$ cat src/rtl/hdlc_tx_bitstuffer_if.sv
// Byte-side handshake and serial line of the HDLC transmit back-end.
// The master drives frame bytes and controls; the slave (bit stuffer) drives the line.
interface hdlc_tx_bitstuffer_if;
  logic       Tx_Enable;
  logic [7:0] Tx_Byte;
  logic       Tx_ByteValid;
  logic       Tx_ByteLast;
  logic       Tx_ByteReady;
  logic       Tx_AbortFrame;
  logic       Tx;
  logic       TxEN;
  logic       Tx_Busy;
  logic       Tx_AbortedTrans;

  modport master (
    output Tx_Enable, Tx_Byte, Tx_ByteValid, Tx_ByteLast, Tx_AbortFrame,
    input  Tx_ByteReady, Tx, TxEN, Tx_Busy, Tx_AbortedTrans
  );

  modport slave (
    input  Tx_Enable, Tx_Byte, Tx_ByteValid, Tx_ByteLast, Tx_AbortFrame,
    output Tx_ByteReady, Tx, TxEN, Tx_Busy, Tx_AbortedTrans
  );
endinterface

$ cat src/rtl/hdlc_tx_bitstuffer.sv
// HDLC transmit serialiser: opening flag, zero-stuffed LSB-first data, closing flag or abort.
// Every register describes the bit currently on the line; outputs are registered copies.
module hdlc_tx_bitstuffer #(
  parameter int STUFF_LEN = 5,
  parameter int MIN_GAP   = 2
) (
  input  logic                   Clk,
  input  logic                   Rst,
  hdlc_tx_bitstuffer_if.slave    bus
);
  localparam int         OW        = $clog2(STUFF_LEN + 1);
  localparam int         GW        = $clog2(MIN_GAP + 1);
  localparam logic [7:0] FLAG      = 8'h7E;
  localparam logic [7:0] ABORT_PAT = 8'hFE;

  typedef enum logic [2:0] {
    IDLE, OPEN_FLAG, DATA, CLOSE_FLAG, ABORT, GAP
  } state_t;

  state_t          state, state_d;
  logic [2:0]      cnt, cnt_d;
  logic [7:0]      shreg, shreg_d;
  logic            cur_last, last_d;
  logic            stuffing, stuff_d;
  logic            exhausted, exh_d;
  logic [OW-1:0]   ones, ones_d;
  logic [GW-1:0]   gap_cnt, gap_d;
  logic            tx_q, tx_d, txen_q, txen_d, ready_q, ready_d;
  logic            busy_q, busy_d, abt_q, abt_d;
  logic            accept, abort_req, need_stuff, slot_end;

  always_ff @(posedge Clk or negedge Rst) begin
    if (!Rst) begin
      state     <= IDLE;
      cnt       <= '0;
      cur_last  <= 1'b0;
      stuffing  <= 1'b0;
      exhausted <= 1'b0;
      ones      <= '0;
      gap_cnt   <= GW'(MIN_GAP);
      tx_q      <= 1'b1;
      txen_q    <= 1'b0;
      ready_q   <= 1'b0;
      busy_q    <= 1'b0;
      abt_q     <= 1'b0;
    end else begin
      state     <= state_d;
      cnt       <= cnt_d;
      cur_last  <= last_d;
      stuffing  <= stuff_d;
      exhausted <= exh_d;
      ones      <= ones_d;
      gap_cnt   <= gap_d;
      tx_q      <= tx_d;
      txen_q    <= txen_d;
      ready_q   <= ready_d;
      busy_q    <= busy_d;
      abt_q     <= abt_d;
    end
  end

  always_ff @(posedge Clk) begin
    shreg <= shreg_d;
  end

  always_comb begin
    state_d    = state;
    cnt_d      = cnt;
    shreg_d    = shreg;
    last_d     = cur_last;
    stuff_d    = stuffing;
    exh_d      = exhausted;
    gap_d      = gap_cnt;
    accept     = ready_q & bus.Tx_ByteValid;
    abort_req  = bus.Tx_AbortFrame & ((state == OPEN_FLAG) | (state == DATA));
    need_stuff = !stuffing && (ones == OW'(STUFF_LEN));
    // slot_end: last line slot belonging to the current byte (8th bit, or stuff 0 after it)
    slot_end   = (!stuffing && (cnt == 3'd7)) || (stuffing && exhausted);
    case (state)
      IDLE: begin
        if (accept) begin
          state_d = OPEN_FLAG;
          cnt_d   = '0;
          shreg_d = bus.Tx_Byte;
          last_d  = bus.Tx_ByteLast;
          stuff_d = 1'b0;
          exh_d   = 1'b0;
        end
      end
      OPEN_FLAG: begin
        if (abort_req) begin
          state_d = ABORT;
          cnt_d   = '0;
        end else if (cnt == 3'd7) begin
          state_d = DATA;
          cnt_d   = '0;
        end else begin
          cnt_d = cnt + 3'd1;
        end
      end
      DATA: begin
        if (abort_req) begin
          state_d = ABORT;
          cnt_d   = '0;
          stuff_d = 1'b0;
          exh_d   = 1'b0;
        end else if (need_stuff) begin
          stuff_d = 1'b1;
          cnt_d   = cnt + 3'd1;
          if (cnt == 3'd7) begin
            if (accept) begin
              shreg_d = bus.Tx_Byte;
              last_d  = bus.Tx_ByteLast;
              exh_d   = 1'b0;
            end else begin
              exh_d = 1'b1;
            end
          end
        end else if (slot_end) begin
          stuff_d = 1'b0;
          exh_d   = 1'b0;
          cnt_d   = '0;
          if (cur_last) begin
            state_d = CLOSE_FLAG;
          end else if (accept) begin
            shreg_d = bus.Tx_Byte;
            last_d  = bus.Tx_ByteLast;
          end else begin
            state_d = ABORT;
          end
        end else if (stuffing) begin
          stuff_d = 1'b0;
        end else begin
          cnt_d = cnt + 3'd1;
        end
      end
      CLOSE_FLAG, ABORT: begin
        if (cnt == 3'd7) begin
          state_d = GAP;
          cnt_d   = '0;
          gap_d   = '0;
        end else begin
          cnt_d = cnt + 3'd1;
        end
      end
      GAP: begin
        if (gap_cnt == GW'(MIN_GAP - 1)) begin
          state_d = IDLE;
          gap_d   = GW'(MIN_GAP);
        end else begin
          gap_d = gap_cnt + GW'(1);
        end
      end
      default: state_d = IDLE;
    endcase
    // the run of 1s spans byte boundaries; flags, aborts and stuff slots break it
    ones_d = (state_d == DATA && !stuff_d && shreg_d[cnt_d]) ? ones + OW'(1) : '0;
  end

  always_comb begin
    tx_d   = 1'b1;
    txen_d = 1'b0;
    case (state_d)
      OPEN_FLAG, CLOSE_FLAG: begin
        tx_d   = FLAG[cnt_d];
        txen_d = 1'b1;
      end
      ABORT: begin
        tx_d   = ABORT_PAT[cnt_d];
        txen_d = 1'b1;
      end
      DATA: begin
        tx_d   = !stuff_d && shreg_d[cnt_d];
        txen_d = 1'b1;
      end
      default: begin
        tx_d   = 1'b1;
        txen_d = 1'b0;
      end
    endcase
    busy_d  = (state_d != IDLE);
    abt_d   = (state == ABORT) && (state_d == GAP);
    ready_d = ((state_d == IDLE) && bus.Tx_Enable && (gap_d == GW'(MIN_GAP))) ||
              ((state_d == DATA) && !last_d &&
               ((!stuff_d && (cnt_d == 3'd7)) || (stuff_d && exh_d)));
  end

  assign bus.Tx              = tx_q;
  assign bus.TxEN            = txen_q;
  assign bus.Tx_ByteReady    = ready_q;
  assign bus.Tx_Busy         = busy_q;
  assign bus.Tx_AbortedTrans = abt_q;
endmodule

$ cat src/flat_wrapper.sv
// flat-port wrapper written by rule: the top's interface ports become plain ports
module hdlc_tx_bitstuffer_flat 
#(
  parameter int STUFF_LEN = 5,
  parameter int MIN_GAP   = 2
)
  (Clk, Rst, bus_Tx_Enable, bus_Tx_Byte, bus_Tx_ByteValid, bus_Tx_ByteLast, bus_Tx_AbortFrame, bus_Tx_ByteReady, bus_Tx, bus_TxEN, bus_Tx_Busy, bus_Tx_AbortedTrans);
  hdlc_tx_bitstuffer_if bus_i ();
  input  logic Clk;
  input  logic Rst;
  input wire logic [$bits(bus_i.Tx_Enable)-1:0] bus_Tx_Enable;
  input wire logic [$bits(bus_i.Tx_Byte)-1:0] bus_Tx_Byte;
  input wire logic [$bits(bus_i.Tx_ByteValid)-1:0] bus_Tx_ByteValid;
  input wire logic [$bits(bus_i.Tx_ByteLast)-1:0] bus_Tx_ByteLast;
  input wire logic [$bits(bus_i.Tx_AbortFrame)-1:0] bus_Tx_AbortFrame;
  output wire logic [$bits(bus_i.Tx_ByteReady)-1:0] bus_Tx_ByteReady;
  output wire logic [$bits(bus_i.Tx)-1:0] bus_Tx;
  output wire logic [$bits(bus_i.TxEN)-1:0] bus_TxEN;
  output wire logic [$bits(bus_i.Tx_Busy)-1:0] bus_Tx_Busy;
  output wire logic [$bits(bus_i.Tx_AbortedTrans)-1:0] bus_Tx_AbortedTrans;
  assign bus_i.Tx_Enable = bus_Tx_Enable;
  assign bus_i.Tx_Byte = bus_Tx_Byte;
  assign bus_i.Tx_ByteValid = bus_Tx_ByteValid;
  assign bus_i.Tx_ByteLast = bus_Tx_ByteLast;
  assign bus_i.Tx_AbortFrame = bus_Tx_AbortFrame;
  assign bus_Tx_ByteReady = bus_i.Tx_ByteReady;
  assign bus_Tx = bus_i.Tx;
  assign bus_TxEN = bus_i.TxEN;
  assign bus_Tx_Busy = bus_i.Tx_Busy;
  assign bus_Tx_AbortedTrans = bus_i.Tx_AbortedTrans;
  hdlc_tx_bitstuffer #(.STUFF_LEN(STUFF_LEN), .MIN_GAP(MIN_GAP)) u_core (.Clk(Clk), .Rst(Rst), .bus(bus_i));
endmodule
$ cat config.mk
export PLATFORM = sky130hd
export DESIGN_NAME = hdlc_tx_bitstuffer_flat
export DESIGN_NICKNAME = d
export VERILOG_FILES = /design/src/rtl/hdlc_tx_bitstuffer_if.sv /design/src/rtl/hdlc_tx_bitstuffer.sv /design/src/flat_wrapper.sv
export SDC_FILE = /design/constraint.sdc
export NUM_CORES = 1
export LEC_CHECK = 0
export ABC_AREA = 1
export CORE_MARGIN = 2
export CORE_UTILIZATION = 56
export CTS_CLUSTER_DIAMETER = 120
export DETAILED_ROUTE_END_ITERATION = 10
export HOLD_SLACK_MARGIN = 0.12
export PLACE_DENSITY = 0.79
export SLEW_MARGIN = 20
export SYNTH_ARGS = -nofsm -noshare
export SYNTH_HDL_FRONTEND = slang
export SYNTH_SLANG_ARGS = --single-unit
$ cat constraint.sdc
create_clock -name Clk -period 2.1 [get_ports Clk]
set_input_delay 0.42 -clock Clk [delete_from_list [all_inputs] [get_ports Clk]]
set_output_delay 0.42 -clock Clk [all_outputs]
set_load 0.01 [all_outputs]
[Word level (Yosys, flattened, before mapping)]
Memory sizes are Yosys's and may differ from the RTL's.
Cells that the tools add are included.
Widths: inputs -> output; s select.
Storage, ports and cells
  register bits: 27
  memory bits (read-only): 16
  input bits: 14
  output and inout port bits: 5
  word-level logic and storage cells: 117
  memories kept: 2
Memories
  (name not given): depth 8, bits a word 1, read ports 1, clocked after memory_dff 0, wr ports 0, RTL line hdlc_tx_bitstuffer.sv:165  | tx_d = FLAG[cnt_d];
  (name not given): depth 8, bits a word 1, read ports 1, clocked after memory_dff 0, wr ports 0, RTL line hdlc_tx_bitstuffer.sv:169  | tx_d = ABORT_PAT[cnt_d];
Operators by class
  $add $sub $neg: 3
  magnitude comparators: 1
  equality and inequality tests: 15
  muxes and demuxes: 55
  bitwise operators: 3
  reductions and logical operators: 25
Operators with widths (number)
  $mux 3: 18
  $mux 8: 6
  $eq 3x3->1 const B: 7
  $mux 1: 20
  $pmux 8 s2: 1
  $pmux 3 s5: 1
  $logic_and 1x1->1: 13
  $eq 3x2->1 const B: 4
  $pmux 3 s4: 1
  $add 3x1->3 const B: 2
  $eq 3x1->1 const B: 2
  $logic_not 3->1: 2
  $pmux 1 s2: 3
  $lt 3x4->1 const B: 1
  $mux 2: 2
  $pmux 2 s2: 1
  $reduce_or 2->1: 2
  $reduce_or 4->1: 1
  $bmux 1 s3: 1
  $logic_not 1->1: 3
  $logic_or 1x1->1: 3
  $pmux 1 s3: 1
  $reduce_bool 3->1: 1
  $add 2x1->2 const B: 1
  other kinds (4): 5

[Logic depth before layout (Yosys ltp)]
Gate-level depths: netlist of the first run.
  depth in word-level cells: 12
  mapped depth: 16
  gate-level depth less buffers: 16

[Worst setup path before layout of the first run]
Ideal clock, no wire load.
  path kind: reg-to-reg
  start point: register u_core.cnt[0]
  end point: register u_core.tx_q, in the netlist u_core.bus.Tx
  library setup time: 0.078 ns
  arrival: 1.781 ns
  data required time: 2.022 ns
  setup slack: 0.241 ns
  stages on the path, launching flop included: 13
  buffers on the path: 0
  clock period less this slack: 1.859 ns
  cells stage by stage: dfrtp_1 -> ha_1 -> ha_1 -> inv_1 -> nor2_1 -> nor3b_1 -> nand3_2 -> nor2_2 -> nand2_1 -> inv_2 -> nor2_1 -> a21oi_2 -> nand2_1
On the way
  elaborated cells between the ends (all ways): 37
  classes of those cells: add/sub: 1; eq/ne: 5; mux: 25; reduce/logical: 4; memory: 2
RTL lines
  start, declared: RTL line hdlc_tx_bitstuffer.sv:21  | logic [2:0] cnt, cnt_d;
  start signal, assigned: RTL line hdlc_tx_bitstuffer.sv:48  | cnt <= cnt_d;
  $eq 3x3->1 *: RTL line hdlc_tx_bitstuffer.sv:78, hdlc_tx_bitstuffer.sv:94, hdlc_tx_bitstuffer.sv:138
  $logic_and 1x1->1: RTL line hdlc_tx_bitstuffer.sv:78  | slot_end = (!stuffing && (cnt == 3'd7)) || (stuffing && exhausted);
  $logic_or 1x1->1: RTL line hdlc_tx_bitstuffer.sv:78
  $mux 3: RTL line hdlc_tx_bitstuffer.sv:119  | end else if (slot_end) begin
  $mux 3: RTL line hdlc_tx_bitstuffer.sv:107  | end else if (need_stuff) begin
  $mux 3: RTL line hdlc_tx_bitstuffer.sv:102  | if (abort_req) begin
  $pmux 3 s5 *: RTL line hdlc_tx_bitstuffer.sv:79  | case (state)
  named net u_core.state_d[0]: RTL line hdlc_tx_bitstuffer.sv:20  | state_t state, state_d;
  $eq 3x1->1 or $eq 3x2->1 (tied branches): RTL line hdlc_tx_bitstuffer.sv:163  | case (state_d)
  $reduce_or 2->1
  $pmux 1 s3 *: RTL line hdlc_tx_bitstuffer.sv:163
  named net u_core.tx_d: RTL line hdlc_tx_bitstuffer.sv:28  | logic tx_q, tx_d, txen_q, txen_d, ready_q, ready_d;
  end signal, assigned: RTL line hdlc_tx_bitstuffer.sv:54  | tx_q <= tx_d;
  end, declared: RTL line hdlc_tx_bitstuffer.sv:28
Mark *: on every way through the listed nets, which the timed path passes. The rest lies on a longest branch. The select of a mux whose other input is x is not followed.

[Worst setup path after layout of the first run]
  start point: register u_core.cnt[1]
  end point: register u_core.ready_q, in the netlist u_core.bus.Tx_ByteReady
On the way
  elaborated cells between the ends (all ways): 44
  classes of those cells: add/sub: 1; eq/ne: 4; mux: 27; reduce/logical: 12
RTL lines
  $eq 3x3->1 *: RTL line hdlc_tx_bitstuffer.sv:78, hdlc_tx_bitstuffer.sv:94, hdlc_tx_bitstuffer.sv:138
  $logic_and 1x1->1: RTL line hdlc_tx_bitstuffer.sv:78
  $logic_or 1x1->1: RTL line hdlc_tx_bitstuffer.sv:78
  $mux 3: RTL line hdlc_tx_bitstuffer.sv:119
  $mux 3: RTL line hdlc_tx_bitstuffer.sv:107
  $mux 3: RTL line hdlc_tx_bitstuffer.sv:102
  $pmux 3 s5 *: RTL line hdlc_tx_bitstuffer.sv:79
  named net u_core.state_d[1]: RTL line hdlc_tx_bitstuffer.sv:20
  $eq 3x2->1 or $logic_not 3->1 (tied branches): RTL line hdlc_tx_bitstuffer.sv:184, hdlc_tx_bitstuffer.sv:183
  $logic_and 1x1->1 (on tied branches) (2 in series): RTL line hdlc_tx_bitstuffer.sv:184, hdlc_tx_bitstuffer.sv:183
  $logic_or 1x1->1 *: RTL line hdlc_tx_bitstuffer.sv:183  | ready_d = ((state_d == IDLE) && bus.Tx_Enable && (gap_d == GW'(MIN_GAP))) ||
  named net u_core.ready_d: RTL line hdlc_tx_bitstuffer.sv:28
  end signal, assigned: RTL line hdlc_tx_bitstuffer.sv:56  | ready_q <= ready_d;
  end, declared: RTL line hdlc_tx_bitstuffer.sv:28
Mark *: on every way through the listed nets, which the timed path passes. The rest lies on a longest branch.

==> impl_metrics.json, run 1 <==
{
  "rsz0062_at_grt": "true",
  "antennaDiodeCount": 0,
  "setup_viol": 0,
  "yosysSeqAreaShare_pct": 34.7,
  "netlist_instances": 254,
  "grt_antenna_before_repair": 0,
  "worstPathCellList": "ha_4 -> ha_4 -> nand2_2 -> a21oi_4 -> nand2_2 -> nand2_2 -> nand3_2 -> nand2_2 -> nand2_4 -> nor2_4 -> buf_4 -> buf_4 -> nand2_1 -> o21ai_1",
  "drc": 0,
  "critPathRequiredTime_ps": 2360,
  "n_fill_cell": 240,
  "fmax_mhz": 501,
  "cpMostUsedCell": "nand2_2",
  "drt_iter0_drc": 218,
  "post_dp_cell_area_um2": 2190,
  "final-hold-violation-count": 0,
  "fin_cells": 339,
  "netlist_area_um2": 1840,
  "core_area_um2": 3080,
  "die_width_um": 61.3,
  "r2r_cells": 14,
  "syn_area_per_cell_um2": 7.24,
  "gp_congestion": 0.913,
  "synth_seq_cells": 27,
  "vias": 1797,
  "arrival_ps": 2260,
  "post-route-period-util_pct": 95.0,
  "worstReg2RegStart": "u_core.cnt[1]",
  "critPathLaunch": "u_core.cnt[1]",
  "worst_hold_slack_ps": 402,
  "drt_pass1_iterations": 5,
  "layout-drive-gt1-share_pct": 35.3,
  "clk_latency_ps": 320,
  "dieArea_um2": 3760,
  "routed_via_density": 5.30,
  "slew_headroom_pct": 77.1,
  "max_cap_violations": 0,
  "maxSlewViolCount": 0,
  "period_minus_slack_ps": 2000,
  "tightest_slew_ps": 340,
  "fp.dieH_um": 61.3,
  "grt_pass1_wl_mm": 7.09,
  "holdBufCountCts": 0,
  "reg2reg_slack_ps": 100,
  "final_cell_mix": "nand2_1 (52), nand2_2 (26), inv_1 (25), nand3_1 (23), buf_4 (21)",
  "port_buffers": 18,
  "clockBufferDepth": 2,
  "htree_num_levels": 1,
  "fin_setup_tns_ps": 0,
  "status": "complete, no violations",
  "numCtsBuffers": 3,
  "fin_nets": 316,
  "start_util_pct": 59.7,
  "critPathMaxStageDelay_ps": 420,
  "cts_num_sinks": 27,
  "leakage_uw": 0.00119,
  "ir_worst_vdd_mv": 0.396,
  "path_class": "register to register",
  "synthDistinctLibCells": 33,
  "dpl.hpwl_mm": 3.34,
  "overflow": 0,
  "final_area_um2": 2400,
  "drt_wl_total_mm": 4.53,
  "seq_area_um2": 639,
  "path_clk_slew_ps": 150,
  "clock_skew_ps": 8.13,
  "yosysWarnings": 0,
  "cpMaxStageDelayCell": "dfrtp_1",
  "crit_fanout": 4,
  "cts_tree": "built",
  "area_growth_pct": 30.6,
  "wire_per_inst_um": 13.4,
  "power_uw": 779,
  "dp_cells": 332,
  "hold_class": "input pin to async pin",
  "worst_setup_path_end_kind": "register",
  "crit_path_start_kind": "register",
  "row_count": 20,
  "p_per_area_nw_per_um2": 325,
  "multi_input_area_um2": 1190,
  "grt_usage_pct": 25.8,
  "cts_root_buf": "clkbuf_4",
  "final_common_cell": "nand2_1",
  "grt_start_max_net_pins": 20,
  "synth_nets": 274,
  "io_pins": 19,
  "grt_pass1_vias": 1582,
  "antenna_left": 0,
  "worstReg2RegEnd": "u_core.bus.Tx_ByteReady"
}
-- cell usage after synthesis --
cell type  number  area share (%)
nand2_1        66              13
nand3_1        30             8.2
inv_1          26             5.3
nor2_1         18             3.7
dfrtp_1        17              23
nand2_2        15             5.1
o21ai_0        10             2.7
inv_2           9             1.8
dfxtp_1         8             8.7
ha_1            6             4.1
nand3_2         6             3.3
nor2_2          6             2.0
a21oi_1         4             1.1
nand2_4         4             2.5
a21oi_2         3             1.4
a31oi_1         3             1.0
nor2_4          3             1.8
dfstp_2         2             2.9
inv_4           2            0.68
nand3b_1        2            0.82
o21a_1          2            0.82
a22oi_1         1            0.41
buf_2           1            0.27
buf_6           1            0.61
nand3_4         1            0.95
nand4_1         1            0.34
nand4_2         1            0.68
nor3_1          1            0.27
nor3b_1         1            0.41
o211ai_1        1            0.41
o21ai_1         1            0.27
o22ai_1         1            0.34
xnor2_1         1            0.48
-- worst max-delay path, delay by kind of cell (launching register included) --
family | cells | cell delay, ps
AO/OA/AOI/OAI | 2 | 320
adder cells (fa/ha/maj) | 2 | 340
buffers and inverters | 2 | 200
flip-flops | 1 | 420
AND/OR/NAND/NOR | 8 | 650
-- cell type report --
cell class / instances / area share, %
repair buffers: 39 / 14.1
multi-input cells: 188 / 49.8
flip-flops and latches: 27 / 26.6
clock buffers: 4 / 1.09
well taps: 44 / 2.29
inverters: 37 / 6.10
-- per-layer routing --
layer / vias to the layer above / share of wire [%] / global-route usage, %
li1: 903 / - / -
met1: 838 / 48 / 39.4
met2: 52 / 47 / 39.8
met3: 4 / 4.8 / 3.78
met4: 0 / 1.1 / 3.73
met5: - / 0 / 0
-- worst max-delay path by stage --
stage / depth (start not counted) / end / slack [ps]
after floorplan: 12 / u_core.bus.Tx / 240
after global routing: 16 / u_core.ones[1] / -50
after global placement: 13 / u_core.bus.TxEN / -30
after CTS: 12 / u_core.bus.Tx / 2
final: 14 / u_core.bus.Tx_ByteReady / 100
after detailed placement: 13 / u_core.ones[1] / -50
-- through the flow --
stage               setup slack [ps]  utilization, %
floorplan                        241               -
global placement               -31.6            71.2
detailed placement             -45.9            71.2
CTS                             2.27            72.4
global route                   -50.8            78.0
finish                           104            78.0
-- logic make-up after synthesis --
| kind of cell | count (synthesis) | share of synthesized area [%] |
|---|---|---|
| flip-flops | 27 | 34.7 |
| AO/OA/AOI/OAI | 26 | 8.51 |
| XOR/XNOR | 1 | 0.477 |
| buffers and inverters | 39 | 8.71 |
| AND/OR/NAND/NOR | 155 | 43.5 |
| adder cells (fa/ha/maj) | 6 | 4.08 |
-- flip-flops by register name, indices dropped and copies added (netlist names) --
| name | flops |
|---|---|
| u_core.bus.Tx | 1 |
| u_core.bus.TxEN | 1 |
| u_core.bus.Tx_AbortedTrans | 1 |
| u_core.bus.Tx_Busy | 1 |
| u_core.bus.Tx_ByteReady | 1 |
| u_core.cnt | 3 |
| u_core.cur_last | 1 |
| u_core.exhausted | 1 |
| u_core.gap_cnt | 2 |
| u_core.ones | 3 |
| u_core.shreg | 8 |
| u_core.state | 3 |
| u_core.stuffing | 1 |
-- where the power goes --
group	leakage [uW]	internal (uW)	switching [uW]	total, uW
Combinational	0.000883	23.8	13.9	37.8
Sequential	0.000295	518	0	518
Clock	0.0000150	74.3	149	224
Total	0.00119	616	163	779
-- repair_timing --
action	in CTS	in global routing
pin swaps	1	20
setup endpoints to repair	2	7
resized for setup	1	38
setup buffers	1	2
Note: power is estimated with default switching activity, not from simulation.
==> run 2, diff against run 1 <==
- CORE_UTILIZATION: 56 -> 40
- GPL_TIMING_DRIVEN: unset -> 0
- PLACE_DENSITY: 0.79 -> unset
- RECOVER_POWER: unset -> 50
==> run 2 against run 1 <==
Net effect: power grew 11%; sequential power barely moved; sequential share of layout area decreased by 0.12 points; critical endpoint is now u_core.ones[1].
==> impl_metrics.json, run 2 (synthesis results as in run 1) <==
{
  "status": "complete, no violations",
  "grt_pass1_wl_mm": 7.08,
  "die_width_um": 71.8,
  "cpMaxStageDelayCell": "dfrtp_1",
  "grt_antenna_before_repair": 0,
  "worstReg2RegEnd": "u_core.ones[1]",
  "path_clk_slew_ps": 100,
  "maxSlewViolCount": 0,
  "critPathRequiredTime_ps": 2320,
  "hold_class": "register to register",
  "row_count": 24,
  "slew_headroom_pct": 40.0,
  "drt_pass1_iterations": 4,
  "layout-drive-gt1-share_pct": 35.3,
  "worstReg2RegStart": "u_core.cnt[0]",
  "cts_root_buf": "clkbuf_8",
  "path_depth": 15,
  "routed_via_density": 5.09,
  "wire_per_inst_um": 13.4,
  "fin_setup_tns_ps": 0,
  "crit_fanout": 6,
  "grt_pass1_vias": 1534,
  "worstHoldStart": "u_core.shreg[5]",
  "grt_start_max_net_pins": 20,
  "worstPathCellList": "ha_4 -> ha_4 -> nand2_2 -> nand2_2 -> a21oi_2 -> nand2_1 -> nand2_2 -> nand2_4 -> inv_6 -> nand2_2 -> nand3_2 -> nand2_2 -> nand2_2 -> nand3_2 -> nor2_1",
  "grt_usage_pct": 17.6,
  "worst_setup_path_end_kind": "register",
  "crit_path_start_kind": "register",
  "core_area_um2": 4380,
  "drc": 0,
  "drt_iter0_drc": 115,
  "clk_latency_ps": 280,
  "cts_num_sinks": 27,
  "dieArea_um2": 5150,
  "drt_wl_total_mm": 4.52,
  "antennaDiodeCount": 0,
  "critPathBufInv": 1,
  "clock_skew_ps": 2.64,
  "largest_reg_flops": 8,
  "n_fill_cell": 395,
  "htree_num_levels": 1,
  "path_class": "register to register",
  "crit_family": "simple AND/OR/NAND/NOR gates",
  "fmax_mhz": 505,
  "io_pins": 19,
  "gp_congestion": 0.836,
  "p_per_area_nw_per_um2": 360,
  "cpMostUsedCell": "nand2_2",
  "final_area_um2": 2410,
  "setup_viol": 0,
  "period_minus_slack_ps": 1980,
  "fp.dieH_um": 71.8,
  "arrival_ps": 2200,
  "post-route-period-util_pct": 94.3,
  "top_register": "u_core.shreg",
  "final_common_cell": "nand2_1",
  "overflow": 0,
  "vias": 1719,
  "final_cell_mix": "nand2_1 (48), nand2_2 (30), inv_1 (25), nand3_1 (22), nor2_1 (18)",
  "port_buffers": 18,
  "leakage_uw": 0.00115,
  "reg2reg_slack_ps": 120,
  "critPathMaxStageDelay_ps": 430,
  "antenna_left": 0,
  "numCtsBuffers": 3,
  "dpl.hpwl_mm": 3.21,
  "holdPathEnd": "u_core.shreg[5]",
  "start_util_pct": 41.9,
  "area_growth_pct": 31.2,
  "tightest_slew_ps": 897,
  "clockBufferDepth": 2,
  "r2r_cells": 15,
  "fin_nets": 307,
  "final-hold-violation-count": 0,
  "dp_cells": 324,
  "holdBufCountCts": 0,
  "post_dp_cell_area_um2": 2080,
  "hold_depth": 2,
  "cts_tree": "built",
  "fin_cells": 338,
  "ir_worst_vdd_mv": 0.426,
  "max_cap_violations": 0
}
run 2: repair_timing:
action / 4_1_cts / 5_1_grt
resized for setup: 5 / 44
setup endpoints to repair: 6 / 6
buffers inserted: 2 / 8
pin swaps: 2 / 20
run 2: how the worst max path moves through the flow:
stage / start / slack (ps) / to
3_5_place_dp: bus_Tx_ByteValid / -210 / u_core.ones[1]
5_1_grt: u_core.cnt[0] / -20 / u_core.bus.Tx
6_report: u_core.cnt[0] / 120 / u_core.ones[1]
2_1_floorplan: u_core.cnt[0] / 240 / u_core.bus.Tx
3_3_place_gp: bus_Tx_ByteValid / -210 / u_core.ones[0]
4_1_cts: u_core.cnt[0] / 20 / u_core.ones[1]
run 2: cell type report:
class,instances,area [um2],share of cell area (%)
well taps,52,65.1,2.70
repair buffers,28,255,10.6
plain buffers,2,18.8,0.778
flip-flops and latches,27,639,26.5
inverters,37,149,6.18
multi-input cells,188,1230,51.2
clock inverters,1,7.51,0.311
clock buffers,3,41.3,1.71
run 2: tightest hold or removal path, stage by stage, from the launching register on:
cell	delay, ps
dfxtp_1	310
nand3_1	80
nand2_2	60
run 2: report_power, final:
group / internal (uW) / switching (uW)
Sequential: 517 / 0
Combinational: 21.1 / 13.8
Clock: 135 / 181
Total: 674 / 195
run 2: routing by layer:
layer  part of all wire (%)  GRT usage, %
met3                    4.0          3.52
met1                     44          22.8
met5                      0             0
met4                    1.7          6.08
met2                     51          29.2
run 2: per-stage QoR:
stage | hold WS, ps | total power [uW] | utilization [%] | setup WS, ps
floorplan | 124 | 530 | - | 241
global placement | 460 | 563 | 47.5 | -209
detailed placement | 458 | 563 | 47.5 | -207
CTS | 472 | 875 | 49.3 | 22.5
global route | 506 | 900 | 55.0 | -15.3
finish | 497 | 868 | 55.0 | 120
==> run 3, diff against run 2 <==
- ABC_AREA: 1 -> unset
==> run 3 against run 2 <==
Net effect: the flow now finishes with violations (setup timing); fmax fell by 22%; setup slack got worse by 570 ps; clock skew rose by 3.5 ps; non-clock buffer count rose by 8; hold slack improved by 40 ps; largest cell class unchanged; critical path type unchanged; synthesized cell count fell by 12%; via count rose by 7.4%; design area rose by 5.5%; combinational power rose to 71 times the previous value; sequential share of layout area fell by 1.4 points; largest power group is now combinational logic; count of clock-buffer cells in the layout did not move; clock power rose by 3%.
==> impl_metrics.json, run 3 <==
{
  "cts_root_buf": "clkbuf_8",
  "critPathRequiredTime_ps": 2320,
  "yosysWarnings": 0,
  "worst_slack_ps": -447,
  "crit_fanout": 5,
  "worst_setup_path_end_kind": "register",
  "synthTopCellsByCount": "dfrtp_1 (17), nand2_1 (15), nor2_1 (14), o21ai_0 (13), inv_1 (11)",
  "yosysSeqAreaShare_pct": 32.2,
  "path_clk_slew_ps": 110,
  "crit_path_start_kind": "register",
  "layout-drive-gt1-share_pct": 25.4,
  "core_area_um2": 4750,
  "arrival_ps": 2760,
  "ir_worst_vdd_mv": 0.734,
  "r2r_cells": 8,
  "dieArea_um2": 5530,
  "start_util_pct": 41.6,
  "maxSlewViolCount": 0,
  "grt_pass1_vias": 1875,
  "holdPathEnd": "u_core.ones[0]",
  "period_minus_slack_ps": 2550,
  "swShare_pct": 47.0,
  "synth_top_area_share_pct": 21.5,
  "io_pins": 19,
  "routed_via_density": 5.79,
  "max_cap_violations": 0,
  "die_width_um": 74.3,
  "top_register": "u_core.shreg",
  "synth_area_leaders": "dfrtp_1 (21%), dfxtp_1 (8.1%), mux2i_1 (4.6%), ha_1 (3.8%), o21ai_0 (3.3%)",
  "gp_congestion": 0.885,
  "intPower_uw": 1920,
  "netlist_area_um2": 1980,
  "cpMaxStageDelayCell": "dfrtp_1",
  "worstHoldStart": "u_core.ones[0]",
  "synth_most_common_cell": "dfrtp_1",
  "grt_antenna_before_repair": 0,
  "power.share.sequential_pct": 23.1,
  "grt_pass1_wl_mm": 9.26,
  "final_common_cell": "dfrtp_1",
  "fin_nets": 273,
  "antennaDiodeCount": 0,
  "hold_class": "register to register",
  "wire_per_inst_um": 16.9,
  "antenna_left": 0,
  "dpl.hpwl_mm": 3.98,
  "largest_reg_flops": 8,
  "clockBufferDepth": 2,
  "post-route-util_pct": 53.5,
  "cts_tree": "built",
  "p_per_area_nw_per_um2": 1430,
  "p_switching_uw": 1700,
  "synth_nets": 244,
  "drt_pass1_iterations": 4,
  "status": "finished with violations",
  "rsz0062_at_grt": "true",
  "final_area_um2": 2540,
  "tightest_slew_ps": 863,
  "synth_edf_count": 0,
  "fp.dieH_um": 74.3,
  "port_buffers": 18,
  "hold_depth": 1,
  "vias": 1846,
  "clock_skew_ps": 6.18,
  "dominantRegCellSynth": "dfrtp_1",
  "power_frac_clock_pct": 8.9,
  "overflow": 0,
  "fmax_mhz": 393,
  "synthDistinctLibCells": 69,
  "grt_usage_pct": 22.0,
  "holdBufCountCts": 0,
  "cts_num_sinks": 27,
  "setup_viol": 5,
  "drc": 0,
  "final-hold-violation-count": 0,
  "yosys.area.top_type": "dfrtp_1",
  "ys_async_sr_fraction_pct": 70.4,
  "place_ws_ps": -919,
  "numCtsBuffers": 3,
  "n_fill_cell": 456,
  "worstPathCellList": "ha_4 -> ha_4 -> a211o_4 -> a32oi_4 -> mux2i_2 -> mux2i_2 -> o311ai_4 -> o22ai_1",
  "post-route-period-util_pct": 121,
  "violations": "setup timing",
  "reg2reg_slack_ps": -450,
  "netlist_instances": 224,
  "drt_iter0_drc": 187,
  "synth_seq_cells": 27,
  "post_dp_cell_area_um2": 2270,
  "area_growth_pct": 28.5,
  "worstReg2RegEnd": "u_core.bus.Tx",
  "power_uw": 3630,
  "path_class": "register to register",
  "grt_start_max_net_pins": 20,
  "htree_num_levels": 1,
  "comb_power_share_pct": 68.0,
  "clk_latency_ps": 290,
  "row_count": 25,
  "slew_headroom_pct": 42.2,
  "syn_area_per_cell_um2": 8.84,
  "final_cell_mix": "dfrtp_1 (17), nand2_1 (15), clkdlybuf4s50_1 (14), o21ai_0 (13)",
  "worstReg2RegStart": "u_core.cnt[0]",
  "drt_wl_total_mm": 5.41,
  "critPathMaxStageDelay_ps": 430,
  "leakage_uw": 0.000997
}
[run 3: changes by cell type in the layout (fill, tap and decap cells not counted), sizes merged, moves of 5 or more]
cell / previous run / this run
mux2i: 0 / 9
o211ai: 1 / 6
clkbuf: 4 / 9
nor3: 1 / 7
inv: 37 / 11
nor2: 27 / 15
nand2: 85 / 15
nand3: 37 / 10
o2111ai: 0 / 6
a21boi: 0 / 6
[run 3: layout make-up]
type | count | area [um2] | share of cell area, %
clock buffer | 3 | 41.3 | 1.62
buffer | 13 | 75.1 | 2.95
inverter | 11 | 41.3 | 1.62
multi-input combinational | 172 | 1430 | 56.0
sequential | 27 | 638 | 25.1
timing repair buffer | 25 | 231 | 9.10
tap | 67 | 83.8 | 3.30
clock inverter | 1 | 7.51 | 0.295
[run 3: worst max-delay path by stage]
stage                     endpoint         startpoint  depth (start not counted)  slack, ps
finish               u_core.bus.Tx      u_core.cnt[0]                          8       -450
global route         u_core.bus.Tx      u_core.cnt[0]                          8       -540
CTS                  u_core.bus.Tx      u_core.cnt[1]                          8       -380
detailed placement   u_core.bus.Tx  bus_Tx_AbortFrame                          8       -920
global placement     u_core.bus.Tx  bus_Tx_AbortFrame                          8       -900
floorplan           u_core.ones[0]      u_core.cnt[0]                          9       -190
[run 3: worst max-delay path, delay by kind of cell (launching register included)]
family	cells	cell delay, ps
AO/OA/AOI/OAI	4	1210
flip-flops	1	430
adder cells (fa/ha/maj)	2	380
multiplexers	2	460
[run 3: logic make-up after synthesis]
group	count (synthesis)	synth area share (%)
AOI/OAI and AO/OA	79	31.0
and+or+nand+nor	73	19.9
DFF	27	32.2
buffers and inverters	25	5.69
muxes	12	6.45
adders and majority gates	6	3.79
xor gates and xnor gates	2	0.885
[run 3: power groups by stage]
stage	combinational [uW]	sequential, uW	clock, uW
3_5_place_dp	2050	835	0
3_3_place_gp	2050	832	0
4_1_cts	2400	836	326
5_1_grt	2710	859	352
2_1_floorplan	1570	810	0
6_report	2470	838	324
[run 3: layer usage]
layer	routed length [um]	part of all wire (%)	vias to the layer above	track usage (%)
li1	-	-	909	-
met5	0	0	-	0
met1	2590	48	880	31.2
met4	54	1.0	0	5.16
met3	325	6.0	5	4.07
met2	2430	45	52	35.0
[run 3: repair_timing]
| item | in CTS | in global routing |
|---|---|---|
| endpoints found under the setup margin | 8 | 9 |
| buffers inserted | 6 | 1 |
| pin swaps | 13 | 5 |
| gates resized for setup | 28 | 9 |
[run 3: through the flow]
step / hold WS [ps] / cells / setup TNS [ps]
CTS: 487 / 318 / -1680
global placement: 469 / 309 / -6360
floorplan: 124 / 224 / -768
global route: 562 / 319 / -2600
detailed placement: 474 / 309 / -6330
finish: 537 / 319 / -1990
